### src/rtl/decode_stage_pkg.sv
// Shared decode definitions: opcode map, per-opcode decode helpers and the
// decode FSM encoding used by decode_stage.
package decode_stage_pkg;

  localparam logic [4:0] OP_NOP  = 5'b00000;
  localparam logic [4:0] OP_SETC = 5'b00001;
  localparam logic [4:0] OP_CLRC = 5'b00010;
  localparam logic [4:0] OP_NOT  = 5'b00011;
  localparam logic [4:0] OP_INC  = 5'b00100;
  localparam logic [4:0] OP_DEC  = 5'b00101;
  localparam logic [4:0] OP_OUT  = 5'b00110;
  localparam logic [4:0] OP_IN   = 5'b00111;
  localparam logic [4:0] OP_IADD = 5'b01000;
  localparam logic [4:0] OP_MOV  = 5'b01001;
  localparam logic [4:0] OP_ADD  = 5'b01010;
  localparam logic [4:0] OP_SUB  = 5'b01011;
  localparam logic [4:0] OP_AND  = 5'b01100;
  localparam logic [4:0] OP_OR   = 5'b01101;
  localparam logic [4:0] OP_SHL  = 5'b01110;
  localparam logic [4:0] OP_SHR  = 5'b01111;
  localparam logic [4:0] OP_PUSH = 5'b10000;
  localparam logic [4:0] OP_POP  = 5'b10001;
  localparam logic [4:0] OP_JZ   = 5'b10010;
  localparam logic [4:0] OP_JN   = 5'b10011;
  localparam logic [4:0] OP_JC   = 5'b10100;
  localparam logic [4:0] OP_JMP  = 5'b10101;
  localparam logic [4:0] OP_CALL = 5'b10110;
  localparam logic [4:0] OP_RET  = 5'b10111;
  localparam logic [4:0] OP_LDM  = 5'b11000;
  localparam logic [4:0] OP_LDD  = 5'b11001;
  localparam logic [4:0] OP_STD  = 5'b11010;
  localparam logic [4:0] OP_RTI  = 5'b11011;

  localparam logic [1:0] ST_DEC   = 2'd0;
  localparam logic [1:0] ST_IMM   = 2'd1;
  localparam logic [1:0] ST_STALL = 2'd2;

  typedef struct packed {
    logic two_word;
    logic uses_rs;
    logic uses_rd;
  } op_info_t;

  // Unlisted opcodes decode as one-word instructions that read no register.
  function automatic op_info_t op_info(input logic [4:0] op);
    op_info_t info;
    info = '{two_word: 1'b0, uses_rs: 1'b0, uses_rd: 1'b0};
    case (op)
      OP_IADD, OP_LDD: begin
        info.two_word = 1'b1;
        info.uses_rs  = 1'b1;
      end
      OP_LDM: info.two_word = 1'b1;
      OP_STD: info = '{two_word: 1'b1, uses_rs: 1'b1, uses_rd: 1'b1};
      OP_MOV: info.uses_rs = 1'b1;
      OP_ADD, OP_SUB, OP_AND, OP_OR: begin
        info.uses_rs = 1'b1;
        info.uses_rd = 1'b1;
      end
      OP_NOT, OP_INC, OP_DEC, OP_OUT, OP_SHL, OP_SHR, OP_PUSH,
      OP_JZ, OP_JN, OP_JC, OP_JMP, OP_CALL: info.uses_rd = 1'b1;
      OP_NOP, OP_SETC, OP_CLRC, OP_IN, OP_POP, OP_RET, OP_RTI: begin
      end
      default: begin
      end
    endcase
    return info;
  endfunction

  function automatic logic is_two_word(input logic [4:0] op);
    op_info_t info;
    info = op_info(op);
    return info.two_word;
  endfunction

  function automatic logic reads_rs(input logic [4:0] op);
    op_info_t info;
    info = op_info(op);
    return info.uses_rs;
  endfunction

  function automatic logic reads_rd(input logic [4:0] op);
    op_info_t info;
    info = op_info(op);
    return info.uses_rd;
  endfunction

endpackage

### src/rtl/decode_stage_reg_file.sv
// 8-entry register file with two combinational read ports, one clocked write
// port and write-to-read bypass so a same-cycle writeback is visible to decode.
module decode_stage_reg_file #(
  parameter int DATA_W = 16
) (
  input  logic              i_clk,
  input  logic              i_reset,
  input  logic              i_we,
  input  logic [2:0]        i_waddr,
  input  logic [DATA_W-1:0] i_wdata,
  input  logic [2:0]        i_raddr_a,
  input  logic [2:0]        i_raddr_b,
  output logic [DATA_W-1:0] o_rdata_a,
  output logic [DATA_W-1:0] o_rdata_b
);

  logic [DATA_W-1:0] r_regs [8];

  always_ff @(posedge i_clk or posedge i_reset) begin
    if (i_reset) begin
      for (int i = 0; i < 8; i++) r_regs[i] <= '0;
    end else if (i_we) begin
      r_regs[i_waddr] <= i_wdata;
    end
  end

  assign o_rdata_a = (i_we && (i_waddr == i_raddr_a)) ? i_wdata : r_regs[i_raddr_a];
  assign o_rdata_b = (i_we && (i_waddr == i_raddr_b)) ? i_wdata : r_regs[i_raddr_b];

endmodule

### src/rtl/decode_stage.sv
// Instruction decode stage: collects two-word instructions, inserts load-use
// bubbles, reads operands and drives the ID/EX pipeline register.
module decode_stage
  import decode_stage_pkg::*;
#(
  parameter int DATA_W = 16,
  parameter int PC_W   = 32
) (
  input  logic              clk,
  input  logic              reset,
  input  logic [4:0]        if_opcode,
  input  logic [2:0]        if_rs,
  input  logic [2:0]        if_rd,
  input  logic [4:0]        if_shmnt,
  input  logic [15:0]       if_word,
  input  logic [PC_W-1:0]   if_pc,
  input  logic              flush,
  input  logic              ex_mem_read,
  input  logic [2:0]        ex_rd,
  input  logic              wb_we,
  input  logic [2:0]        wb_addr,
  input  logic [DATA_W-1:0] wb_data,
  output logic              fetch_enable,
  output logic              ldm_signal,
  output logic              id_valid,
  output logic [4:0]        id_opcode,
  output logic [2:0]        id_rs_addr,
  output logic [2:0]        id_rd_addr,
  output logic [4:0]        id_shmnt,
  output logic [DATA_W-1:0] id_rs_data,
  output logic [DATA_W-1:0] id_rd_data,
  output logic [PC_W-1:0]   id_imm,
  output logic [PC_W-1:0]   id_pc,
  output logic [1:0]        dbg_state
);

  logic [1:0]        r_state;
  logic              r_ldm;
  logic [4:0]        r_hold_op;
  logic [2:0]        r_hold_rs;
  logic [2:0]        r_hold_rd;
  logic [4:0]        r_hold_sh;
  logic [PC_W-1:0]   r_hold_pc;

  logic              r_id_valid;
  logic [4:0]        r_id_op;
  logic [2:0]        r_id_rs;
  logic [2:0]        r_id_rd;
  logic [4:0]        r_id_sh;
  logic [DATA_W-1:0] r_id_rs_data;
  logic [DATA_W-1:0] r_id_rd_data;
  logic [PC_W-1:0]   r_id_imm;
  logic [PC_W-1:0]   r_id_pc;

  logic [2:0]        w_rs_addr;
  logic [2:0]        w_rd_addr;
  logic [DATA_W-1:0] w_rs_data;
  logic [DATA_W-1:0] w_rd_data;
  logic [PC_W-1:0]   w_imm_ext;
  logic              w_hazard;

  logic [1:0]        w_nx_state;
  logic              w_nx_ldm;
  logic              w_hold_en;
  logic              w_nx_valid;
  logic [4:0]        w_nx_op;
  logic [2:0]        w_nx_rs;
  logic [2:0]        w_nx_rd;
  logic [4:0]        w_nx_sh;
  logic [DATA_W-1:0] w_nx_rs_data;
  logic [DATA_W-1:0] w_nx_rd_data;
  logic [PC_W-1:0]   w_nx_imm;
  logic [PC_W-1:0]   w_nx_pc;

  // While collecting the immediate the fetch fields are zeroed, so operands
  // are read through the held register addresses instead.
  assign w_rs_addr = (r_state == ST_IMM) ? r_hold_rs : if_rs;
  assign w_rd_addr = (r_state == ST_IMM) ? r_hold_rd : if_rd;
  assign w_imm_ext = PC_W'($signed(if_word));

  decode_stage_reg_file #(.DATA_W(DATA_W)) u_reg_file (
    .i_clk     (clk),
    .i_reset   (reset),
    .i_we      (wb_we),
    .i_waddr   (wb_addr),
    .i_wdata   (wb_data),
    .i_raddr_a (w_rs_addr),
    .i_raddr_b (w_rd_addr),
    .o_rdata_a (w_rs_data),
    .o_rdata_b (w_rd_data)
  );

  // The load has left EX by the STALL cycle, so only DEC checks the hazard.
  assign w_hazard = (r_state == ST_DEC) && ex_mem_read &&
                    ((reads_rs(if_opcode) && (ex_rd == if_rs)) ||
                     (reads_rd(if_opcode) && (ex_rd == if_rd)));

  assign fetch_enable = ~(w_hazard & ~flush & ~reset);

  always_comb begin
    w_nx_state   = r_state;
    w_nx_ldm     = r_ldm;
    w_hold_en    = 1'b0;
    w_nx_valid   = 1'b0;
    w_nx_op      = '0;
    w_nx_rs      = '0;
    w_nx_rd      = '0;
    w_nx_sh      = '0;
    w_nx_rs_data = '0;
    w_nx_rd_data = '0;
    w_nx_imm     = '0;
    w_nx_pc      = '0;
    if (flush) begin
      w_nx_state = ST_DEC;
      w_nx_ldm   = 1'b0;
    end else if (r_state == ST_IMM) begin
      w_nx_valid   = 1'b1;
      w_nx_op      = r_hold_op;
      w_nx_rs      = r_hold_rs;
      w_nx_rd      = r_hold_rd;
      w_nx_sh      = r_hold_sh;
      w_nx_rs_data = w_rs_data;
      w_nx_rd_data = w_rd_data;
      w_nx_imm     = w_imm_ext;
      w_nx_pc      = r_hold_pc;
      w_nx_ldm     = 1'b0;
      w_nx_state   = ST_DEC;
    end else if (w_hazard) begin
      w_nx_state = ST_STALL;
    end else if (if_opcode == OP_NOP) begin
      w_nx_state = ST_DEC;
    end else if (is_two_word(if_opcode)) begin
      // A two-word opcode re-decoded out of STALL also goes to IMM.
      w_hold_en  = 1'b1;
      w_nx_ldm   = 1'b1;
      w_nx_state = ST_IMM;
    end else begin
      w_nx_valid   = 1'b1;
      w_nx_op      = if_opcode;
      w_nx_rs      = if_rs;
      w_nx_rd      = if_rd;
      w_nx_sh      = if_shmnt;
      w_nx_rs_data = w_rs_data;
      w_nx_rd_data = w_rd_data;
      w_nx_pc      = if_pc;
      w_nx_state   = ST_DEC;
    end
  end

  always_ff @(posedge clk or posedge reset) begin
    if (reset) begin
      r_state      <= ST_DEC;
      r_ldm        <= 1'b0;
      r_hold_op    <= '0;
      r_hold_rs    <= '0;
      r_hold_rd    <= '0;
      r_hold_sh    <= '0;
      r_hold_pc    <= '0;
      r_id_valid   <= 1'b0;
      r_id_op      <= '0;
      r_id_rs      <= '0;
      r_id_rd      <= '0;
      r_id_sh      <= '0;
      r_id_rs_data <= '0;
      r_id_rd_data <= '0;
      r_id_imm     <= '0;
      r_id_pc      <= '0;
    end else begin
      r_state      <= w_nx_state;
      r_ldm        <= w_nx_ldm;
      if (w_hold_en) begin
        r_hold_op <= if_opcode;
        r_hold_rs <= if_rs;
        r_hold_rd <= if_rd;
        r_hold_sh <= if_shmnt;
        r_hold_pc <= if_pc;
      end
      r_id_valid   <= w_nx_valid;
      r_id_op      <= w_nx_op;
      r_id_rs      <= w_nx_rs;
      r_id_rd      <= w_nx_rd;
      r_id_sh      <= w_nx_sh;
      r_id_rs_data <= w_nx_rs_data;
      r_id_rd_data <= w_nx_rd_data;
      r_id_imm     <= w_nx_imm;
      r_id_pc      <= w_nx_pc;
    end
  end

  assign ldm_signal = r_ldm;
  assign id_valid   = r_id_valid;
  assign id_opcode  = r_id_op;
  assign id_rs_addr = r_id_rs;
  assign id_rd_addr = r_id_rd;
  assign id_shmnt   = r_id_sh;
  assign id_rs_data = r_id_rs_data;
  assign id_rd_data = r_id_rd_data;
  assign id_imm     = r_id_imm;
  assign id_pc      = r_id_pc;
  assign dbg_state  = r_state;

endmodule

### config.mk
export PLATFORM = sky130hd
export DESIGN_NAME = decode_stage
export DESIGN_NICKNAME = d
export VERILOG_FILES = /design/src/rtl/decode_stage_pkg.sv /design/src/rtl/decode_stage_reg_file.sv /design/src/rtl/decode_stage.sv
export SDC_FILE = /design/constraint.sdc
export NUM_CORES = 1
export LEC_CHECK = 0
export CORE_MARGIN = 5
export CORE_UTILIZATION = 58
export CTS_CLUSTER_SIZE = 14
export DETAILED_ROUTE_END_ITERATION = 6
export PLACE_DENSITY = 0.87
export SLEW_MARGIN = 30
export SYNTH_ARGS = -nofsm -noshare
export SYNTH_HDL_FRONTEND = slang
export SYNTH_SLANG_ARGS = --single-unit
### constraint.sdc
create_clock -name clk -period 14.8 [get_ports clk]
set_input_delay 2.96 -clock clk [delete_from_list [all_inputs] [get_ports clk]]
set_output_delay 2.96 -clock clk [all_outputs]
set_load 0.02 [all_outputs]
==> flow_summary.yaml <==
route:
  routed_via_density: 6.16
  drt-pass1-iter-count: 5
  ant_nets: 0
  drc: 0
  drt-wirelength-per-cell_microns: 22.7
  drt-total-wl_microns: 33900
  num_vias: 9180
  drt_iter0_markers: 646
setup_path:
  cp_max_fo: 9
  crit_arrival_ps: 5310
  crit_end: "fetch_enable"
  cpMostUsedCell: "clkdlybuf4s50_1"
  cp.required_ps: 11840
  cp-end-kind: "output pin"
  slowest_stage: "clkdlybuf4s50_1"
  critPathLaunch: "if_opcode[0]"
  timing.rr.start: "dbg_state[1]"
  start_kind: "input port"
  crit_path_cell_trace: "clkdlybuf4s50_1, o311a_1, a211oi_1, o211ai_2, nor2_1, nand2_1, clkdlybuf4s50_1"
  worstSetupPathType: "in -> out"
  r2r_slack_ps: 11300
  crit_path_max_incr_delay_ps: 580
  r2r_cells: 6
  r2r_end: "id_rd_data[15]"
cts:
  htree_levels: 1
  path_clk_slew_ps: 60
  clkLatencyLatePin_ps: 550
  cts_sinks: 276
  cts_resized: 0
  post_cts_buffers: 0
  hold_buffers: 0
  clk_path_buf_depth: 3
  root_buffer: "clkbuf_16"
  cts_buffers: 28
  tritoncts: "yes"
yosys:
  synthTopCellsByArea: "dfrtp_1, mux2_2, mux2_1, mux2i_1, nand2_1"
  netlist_area_sq_mm: 0.0129
  syn_nets: 1125
  ys_seq_elements: 276
  synth_top_cell_area_share_pct: 53.6
  yosysUniqueCellTypes: 42
  ys_warn_count: 0
  async_flop_share_pct: 100
  synth-edff-count: 0
  synthFlopType: "dfrtp_1"
  seq_area_frac_synth_pct: 53.6
  synth_top_area_cell: "dfrtp_1"
  synth_commonest_cells: "dfrtp_1, mux2_2, mux2_1"
  synthesis.instances: 1034
  synth_most_common_cell: "dfrtp_1"
  avgSynthCellArea_sq_um: 12.5
timing:
  layout_setup_ws_ps: 6530
  tightest_slew_ps: 1100
  final.period_utilization_pct: 55.9
  fmax_mhz: 121
  skew_ps: 10.4
  maxSlewViolCount: 0
  setup_violations: 0
  fin_crit_ps: 8270
  fin_setup_tns_ps: 0
  finalHoldViolations: 0
  rsz0062_at_grt: "false"
  max_slew_margin_pct: 26.6
die:
  ioPinCount: 208
  die_h_microns: 159
  die_area_sq_mm: 0.0253
  fp.dieW_microns: 159
  initial_utilization_pct: 59.0
  coreArea_sq_mm: 0.0218
  rows: 54
place:
  dp_slack_ps: 6550
  portBuffers: 207
  hpwl_microns: 21000
  gp_congestion: 0.803
worst_hold_path:
  hold_class: "reg -> reg"
power_and_ir_drop:
  leakage_nw: 7.03
  ir_drop_v: 0.000102
  p_per_area_mw_per_mm2: 134
run:
  cap_violations: 0
layout:
  fill_cells: 1427
  drive_gt1_share_pct: 18.4
  fin_nets: 1278
  areaGrowthSynthToFinish_pct: 24.1
run_status:
  status: "complete, no violations"
grt:
  grt_pass1_vias: 9622
  grt_antenna_before_repair: 3
  grt_pass1_wl_microns: 53600
  grt_max_degree: 92
  track_usage_pct: 25.9
  grt-ovfl-total: 0
layout make-up:
cell class                 instances  area [sq um]  share of cell area [%]
clock inverter                    14           161                    1.01
timing repair buffer             228          2300                    14.4
antenna                            2          5.00                  0.0313
inverter                           6          30.0                   0.188
sequential                       276          6910                    43.2
tap                              280           350                    2.19
clock buffer                      38           778                    4.87
multi-input combinational        647          5460                    34.1
critical path: cells and delay by family:
| kind | cells | cell delay (ps) |
|---|---|---|
| AO/OA/AOI/OAI | 3 | 940 |
| AND/OR/NAND/NOR | 2 | 280 |
| buffers and inverters | 2 | 1140 |
cell usage in the layout (no fill, tap or decap), types with 2 or more instances in the layout:
master           synthesis  routed
and3_1                  16      16
clkdlybuf4s50_1          0     207
clkbuf_1                42       6
clkinvlp_4               0       2
buf_12                   0       4
mux2i_1                 66      66
nor2b_4                  0       2
nand3_1                  2       2
clkbuf_16                0      28
mux2_1                 102     102
dfrtp_1                276     276
o21ai_0                  3       3
mux2i_2                  2       2
clkinv_2                 0       8
a211oi_1                33      33
nand4_1                  7       7
a21oi_1                 42      42
nand4b_1                 3       3
buf_6                    7       3
inv_1                    5       4
nand2b_1                 4       4
clkbuf_8                 0       4
buf_4                   17      13
nor2_1                  43      41
xnor2_1                  6       6
nor3_4                   0       2
mux2i_4                  2       2
a221o_1                 32      32
xor2_1                   6       6
nand2_1                 91      90
diode_2                  0       2
mux2_2                 136     136
o22ai_1                 33      33
nor3b_4                  0       2
bufinv_16                0       3
how the worst min path moves through the flow:
stage                             from            to  slack (ps)  cells past startpoint
after floorplan           r_hold_op[3]  r_hold_op[3]         430                      1
after global placement    r_hold_op[3]  r_hold_op[3]         450                      1
after detailed placement  r_hold_op[3]  r_hold_op[3]         450                      1
after CTS                 r_hold_op[3]  r_hold_op[3]         470                      1
after global routing      r_hold_op[3]  r_hold_op[3]         490                      1
final                     r_hold_op[3]  r_hold_op[3]         470                      1
metal layers:
metal / track usage [%] / wire length, microns / vias to the layer above
li1: - / - / 4015
met1: 33.2 / 13400 / 4653
met2: 43.5 / 16700 / 411
met3: 5.15 / 2360 / 99
met4: 10.3 / 1380 / 2
met5: 0 / 14 / -
power by group:
group	internal [mW]	leakage [nW]	switching (mW)
Combinational	0.234	3.14	0.210
Sequential	0.891	3.44	0.0847
Clock	0.421	0.462	0.294
sequential cells by signal (all words and copies together) (netlist names):
name / flops
u_reg_file.r_regs: 128
id_pc: 32
r_hold_pc: 32
id_imm: 16
id_rd_data: 16
id_rs_data: 16
id_opcode: 5
id_shmnt: 5
r_hold_op: 5
r_hold_sh: 5
id_rd_addr: 3
id_rs_addr: 3
r_hold_rd: 3
r_hold_rs: 3
dbg_state: 2
id_valid: 1
ldm_signal: 1
cells by family after synthesis:
logic type	share of synthesized area (%)
flip-flops	53.6
buffers and inverters	4.73
XOR/XNOR	0.816
AO/OA/AOI/OAI	8.18
AND/OR/NAND/NOR	6.10
adder cells (fa/ha/maj)	0.0777
multiplexers	26.5
through the flow:
step / total power, mW / area, sq um / instances / utilization [%] / hold WS [ps]
2_1_floorplan: 1.26 / 12900 / 1034 / - / 435
3_3_place_gp: 1.39 / 14900 / 1430 / 68.3 / 449
6_report: 2.13 / 16000 / 1491 / 73.3 / 469
4_1_cts: 2.14 / 16000 / 1488 / 73.1 / 473
3_5_place_dp: 1.42 / 15000 / 1436 / 68.8 / 455
5_1_grt: 2.23 / 16000 / 1491 / 73.3 / 488
No activity file was read; power rests on OpenSTA's default activity.
